[config.mk]
export PLATFORM = sky130hd
export DESIGN_NAME = mem_access_unit
export DESIGN_NICKNAME = d
export VERILOG_FILES = /design/src/rtl/mem_pkg.sv /design/src/rtl/mem_lane_unit.sv /design/src/rtl/mem_access_unit.sv
export SDC_FILE = /design/constraint.sdc
export NUM_CORES = 1
export LEC_CHECK = 0
export CAP_MARGIN = 20
export CORE_MARGIN = 2
export CORE_UTILIZATION = 53
export DETAILED_ROUTE_END_ITERATION = 10
export MAX_ROUTING_LAYER = met4
export PLACE_DENSITY = 0.82
export SYNTH_ARGS = -nofsm -noshare
export SYNTH_HDL_FRONTEND = slang
export SYNTH_SLANG_ARGS = --single-unit
[constraint.sdc]
create_clock -name clk -period 8.17 [get_ports clk]
set_clock_uncertainty 0.1 [all_clocks]
set_input_delay 2.451 -clock clk [delete_from_list [all_inputs] [get_ports clk]]
set_output_delay 2.451 -clock clk [all_outputs]
set_load 0.02 [all_outputs]
[src/rtl/mem_pkg.sv]
// Shared constants and types for the MEM-stage load/store unit.
package mem_pkg;
    localparam int OP_STORE_BIT = 3;
    localparam int OP_UNS_BIT   = 2;
    localparam logic [1:0] SZ_BYTE = 2'b00;
    localparam logic [1:0] SZ_HALF = 2'b01;
    localparam logic [1:0] SZ_WORD = 2'b10;
    localparam int ADDR_HI_DEF  = 14;

    typedef enum logic [0:0] {
        ST_IDLE   = 1'b0,
        ST_RMW_WR = 1'b1
    } mau_state_e;

    // Sub-word store captured for the write half of read-modify-write.
    typedef struct packed {
        logic [31:0] addr;
        logic [31:0] wdata;
        logic [1:0]  size;
    } rmw_req_t;
endpackage

[src/rtl/mem_lane_unit.sv]
// Byte-lane logic: extracts/extends a load value and merges store data into a word.
module mem_lane_unit
    import mem_pkg::*;
(
    input  logic [31:0] word,
    input  logic [1:0]  lane,
    input  logic [1:0]  size,
    input  logic        uns,
    input  logic [31:0] wdata,
    output logic [31:0] load_val,
    output logic [31:0] merged
);
    logic [7:0]  byte_v;
    logic [15:0] half_v;

    assign byte_v = word[{lane, 3'b000} +: 8];
    assign half_v = lane[1] ? word[31:16] : word[15:0];

    always_comb begin
        load_val = word;
        case (size)
            SZ_BYTE: load_val = {{24{byte_v[7] & ~uns}}, byte_v};
            SZ_HALF: load_val = {{16{half_v[15] & ~uns}}, half_v};
            default: load_val = word;
        endcase
    end

    always_comb begin
        merged = word;
        case (size)
            SZ_BYTE: merged[{lane, 3'b000} +: 8] = wdata[7:0];
            SZ_HALF: if (lane[1]) merged[31:16] = wdata[15:0];
                     else         merged[15:0]  = wdata[15:0];
            default: merged = wdata;
        endcase
    end
endmodule

[src/rtl/mem_access_unit.sv]
// MEM-stage load/store initiator for a single-port word RAM; sub-word stores
// go through a two-cycle read-modify-write.
module mem_access_unit
    import mem_pkg::*;
#(
    parameter int ADDR_HI = ADDR_HI_DEF
) (
    input  logic        clk,
    input  logic        rst_n,
    input  logic        req_valid,
    output logic        req_ready,
    input  logic [3:0]  op,
    input  logic [31:0] addr,
    input  logic [31:0] wdata,
    output logic [31:0] rdata,
    output logic        done,
    output logic        err_align,
    output logic        err_range,
    output logic [31:0] mem_a,
    output logic [31:0] mem_wd,
    output logic        mem_we,
    input  logic [31:0] mem_rd
);
    mau_state_e  state;
    rmw_req_t    hold;
    logic [31:0] rmw_buf;
    logic [31:0] lane_word, lane_wdata, load_val, merged;
    logic [1:0]  size, lane_addr, lane_sz;
    logic        lane_uns;
    logic        in_rmw, accept, is_store, err_al, err_rg, err_any, sub_store;

    assign size      = op[1:0];
    assign in_rmw    = (state == ST_RMW_WR);
    assign req_ready = ~in_rmw;
    assign accept    = req_valid & ~in_rmw;
    assign is_store  = op[OP_STORE_BIT];

    assign err_al  = (size == 2'b11) ||
                     (size == SZ_HALF && addr[0]) ||
                     (size == SZ_WORD && addr[1:0] != 2'b00);
    assign err_rg  = |addr[31:ADDR_HI];
    assign err_any = err_al | err_rg;
    // Without an error, a non-word store is necessarily byte or half.
    assign sub_store = is_store && (size != SZ_WORD);

    // One lane unit serves both loads (IDLE, live RAM data) and the merge (RMW_WR).
    assign lane_word  = in_rmw ? rmw_buf          : mem_rd;
    assign lane_addr  = in_rmw ? hold.addr[1:0]   : addr[1:0];
    assign lane_sz    = in_rmw ? hold.size        : size;
    assign lane_uns   = in_rmw ? 1'b0             : op[OP_UNS_BIT];
    assign lane_wdata = in_rmw ? hold.wdata       : wdata;

    mem_lane_unit u_lane (
        .word     (lane_word),
        .lane     (lane_addr),
        .size     (lane_sz),
        .uns      (lane_uns),
        .wdata    (lane_wdata),
        .load_val (load_val),
        .merged   (merged)
    );

    assign mem_a  = in_rmw ? {hold.addr[31:2], 2'b00} : {addr[31:2], 2'b00};
    assign mem_wd = in_rmw ? merged : wdata;
    assign mem_we = in_rmw || (accept && is_store && !err_any && size == SZ_WORD);

    always_ff @(posedge clk or negedge rst_n) begin
        if (!rst_n) begin
            state     <= ST_IDLE;
            hold      <= '0;
            rmw_buf   <= '0;
            rdata     <= '0;
            done      <= 1'b0;
            err_align <= 1'b0;
            err_range <= 1'b0;
        end else begin
            done      <= 1'b0;
            err_align <= 1'b0;
            err_range <= 1'b0;
            if (in_rmw) begin
                state <= ST_IDLE;
                done  <= 1'b1;
            end else if (accept) begin
                if (err_any) begin
                    done      <= 1'b1;
                    err_align <= err_al;
                    err_range <= err_rg;
                    rdata     <= '0;
                end else if (!is_store) begin
                    done  <= 1'b1;
                    rdata <= load_val;
                end else if (!sub_store) begin
                    done <= 1'b1;
                end else begin
                    rmw_buf <= mem_rd;
                    hold    <= '{addr, wdata, size};
                    state   <= ST_RMW_WR;
                end
            end
        end
    end
endmodule

==> flow_metrics.py <==
metrics = {
    "run_status": {
        "status": "complete, no violations",
    },
    "global_route": {
        "grt.total_usage_pct": 31.6,
        "grt_first_pass_wirelength_um": 37300,
        "antenna_found_initial": 0,
        "grt-ovfl-total": 0,
        "grt_max_degree": 76,
        "grt_pass1_vias": 6628,
    },
    "layout": {
        "layout_commonest_cell": "clkdlybuf4s50_1",
        "nets": 1000,
        "insertedDiodeCount": 0,
        "area_delta_synth_final_pct": 35.0,
        "final_cell_mix": "clkdlybuf4s50_1, dfrtp_1, mux2_2",
        "postLayoutCellArea_mm2": 0.0104,
        "drive_above_1_share_pct": 21.9,
    },
    "yosys": {
        "ys.flop_type": "dfrtp_1",
        "ys_types": 61,
        "synth-compound-area-share_pct": 15.4,
        "ys.warnings.count": 0,
        "synthAdderAreaFrac_pct": 0.812,
        "synthMuxAreaShare_pct": 25.5,
        "synth_top_family_by_area": "multiplexers",
        "syn_area_mm2": 0.00770,
        "synthSimpleGateAreaFrac_pct": 10.4,
        "seq_area_frac_synth_pct": 43.5,
        "synth_edf_count": 0,
        "yosys_register_bits": 134,
        "syn_inst": 709,
        "avgSynthCellArea_um2": 10.9,
        "ys_async_sr_fraction_pct": 100,
        "synthXorXnorAreaFrac_pct": 0,
    },
    "power": {
        "powerDensity_mw_per_mm2": 164,
        "power_leakage_nw": 4.51,
        "ir_drop_mv": 0.130,
    },
    "sta": {
        "setup_tns_ns": 0,
        "setup_violations": 0,
        "tightest_slew_ns": 1.10,
        "relSlewSlack_pct": 26.3,
        "rsz0062_at_grt": "false",
        "fin_crit_ns": 7.97,
        "final_max_slew_viol_count": 0,
        "hold_violations": 0,
        "post-route-period-util_pct": 97.5,
        "fmax_mhz": 125,
    },
    "drt": {
        "ant_nets": 0,
        "drc_errors": 0,
        "wl_per_cell_um": 21.8,
        "dr.pass1.iters": 6,
        "drt_iter0_drc": 608,
        "wirelength_um": 23700,
        "vias": 6608,
        "viasPerCell": 6.07,
    },
    "placed_design": {
        "io_buffers": 201,
        "place_congestion": 0.893,
        "hpwl_um": 17500,
        "dpl_cell_area_mm2": 0.00977,
    },
    "clock_network": {
        "ctsHoldBuffers": 0,
        "cts_resized": 0,
        "insertion_delay_ns": 0.43,
        "clock-sinks": 134,
        "cts_tree": "yes",
        "cts_buffers": 17,
        "root_buffer": "clkbuf_16",
        "cts_setup_buffers": 0,
        "htree_levels": 4,
        "clk_pin_slew_ns": 0.05,
        "clockBufferDepth": 2,
    },
    "die": {
        "chipHeight_um": 125,
        "placement_rows": 44,
        "pin_count": 204,
        "start_util_pct": 53.6,
        "core-area_mm2": 0.0144,
        "die_area_mm2": 0.0155,
        "dieWidth_um": 125,
    },
    "flow_run": {
        "cap_violations": 0,
    },
    "setup_path": {
        "startpoint_type": "primary input",
        "cp_data_arrival_time_ns": 5.42,
        "critical_path_class": "in -> out",
        "cp_max_fo": 8,
        "end_kind": "output pin",
        "required_ns": 5.62,
    },
    "min_path": {
        "hold_class": "reg -> reg",
    },
}
-- metal layers --
layer / track usage [%] / part of all wire, % / wire length [um] / vias to the layer above
li1: - / - / - / 3005
met2: 49.6 / 48 / 11300 / 325
met1: 42.1 / 43 / 10100 / 3247
met4: 8.86 / 1.7 / 413 / 0
met5: - / 0 / 0 / -
met3: 6.66 / 7.8 / 1850 / 31
-- critical path, cell delays in order --
cell and delay, ns:
clkdlybuf4s50_1 0.53, mux2i_2 0.37, ha_1 0.34, or3_1 0.44, a21oi_4 0.35, a221oi_1 0.16, nor2_1 0.15, clkdlybuf4s50_1 0.64
-- area by class of cell --
class                           count  area [um2]
Multi-Input combinational cell    515        4040
Fill cell                        1019        3980
Clock buffer                       19         433
Sequential cell                   134        3360
Clock inverter                     12         179
Inverter                            9        33.8
Timing Repair Buffer              215        2120
Tap cell                          184         230
-- cell families (layout without fill, tap and decap cells) --
family,after synthesis,in the layout
muxes,176,176
buffers and inverters,61,255
adders and majority gates,5,5
AOI/OAI and AO/OA,167,167
other,1,2
DFF,134,134
and+or+nand+nor,165,165
-- cell usage after synthesis (all sizes together), types with 4 or more instances --
master | number | share of area [%]
buf | 39 | 3.3
ha | 5 | 0.81
a221oi | 12 | 1.4
a221o | 7 | 0.91
nand3 | 4 | 0.26
o221ai | 5 | 0.57
nor2b | 22 | 1.8
a211oi | 6 | 0.58
nand2 | 43 | 2.1
a222oi | 12 | 1.6
dfrtp | 134 | 44
o31ai | 4 | 0.39
o21ai | 40 | 3.1
clkbuf | 13 | 0.63
nand2b | 10 | 0.81
nor2 | 64 | 3.2
a22o | 7 | 0.80
mux2i | 38 | 5.0
a21oi | 33 | 2.2
mux2 | 136 | 20
inv | 9 | 0.44
o22ai | 22 | 1.8
-- stage by stage --
stage          power (mW)  setup slack, ns  utilization, %  hold slack [ns]  cells
2_1_floorplan       0.777             1.15               -            0.353    710
3_3_place_gp        0.907            0.179            68.0            0.363   1057
3_5_place_dp        0.910            0.142            68.0            0.371   1057
4_1_cts              1.71            0.104            72.3            0.383   1088
5_1_grt              1.76          0.00998            72.3            0.401   1088
6_report             1.70            0.201            72.3            0.381   1088
-- worst paths after layout --
check	from	to	slack [ns]	cells after the start
min in group asynchronous	rst_n	rdata[15]	1.87	1
max reg2reg	in_rmw	rdata[26]	4.51	6
min reg2reg	rdata[19]	rdata[19]	0.38	2
max in group asynchronous	rst_n	hold[4]	4.73	2
min	rdata[19]	rdata[19]	0.38	2
max	addr[0]	mem_wd[3]	0.20	8
-- registers in the layout (all words and copies together), names as in the netlist --
register and flops:
rdata 32, done 1, err_range 1, rmw_buf 32, err_align 1, hold 66
in_rmw 1
-- report_power, final --
group | leakage (nW) | total, mW | internal [mW] | switching, mW
logic | 2.36 | 0.236 | 0.111 | 0.126
registers | 1.86 | 0.665 | 0.665 | 0.000274
clock network | 0.289 | 0.801 | 0.509 | 0.292
Power figures use the tool's default switching activity.
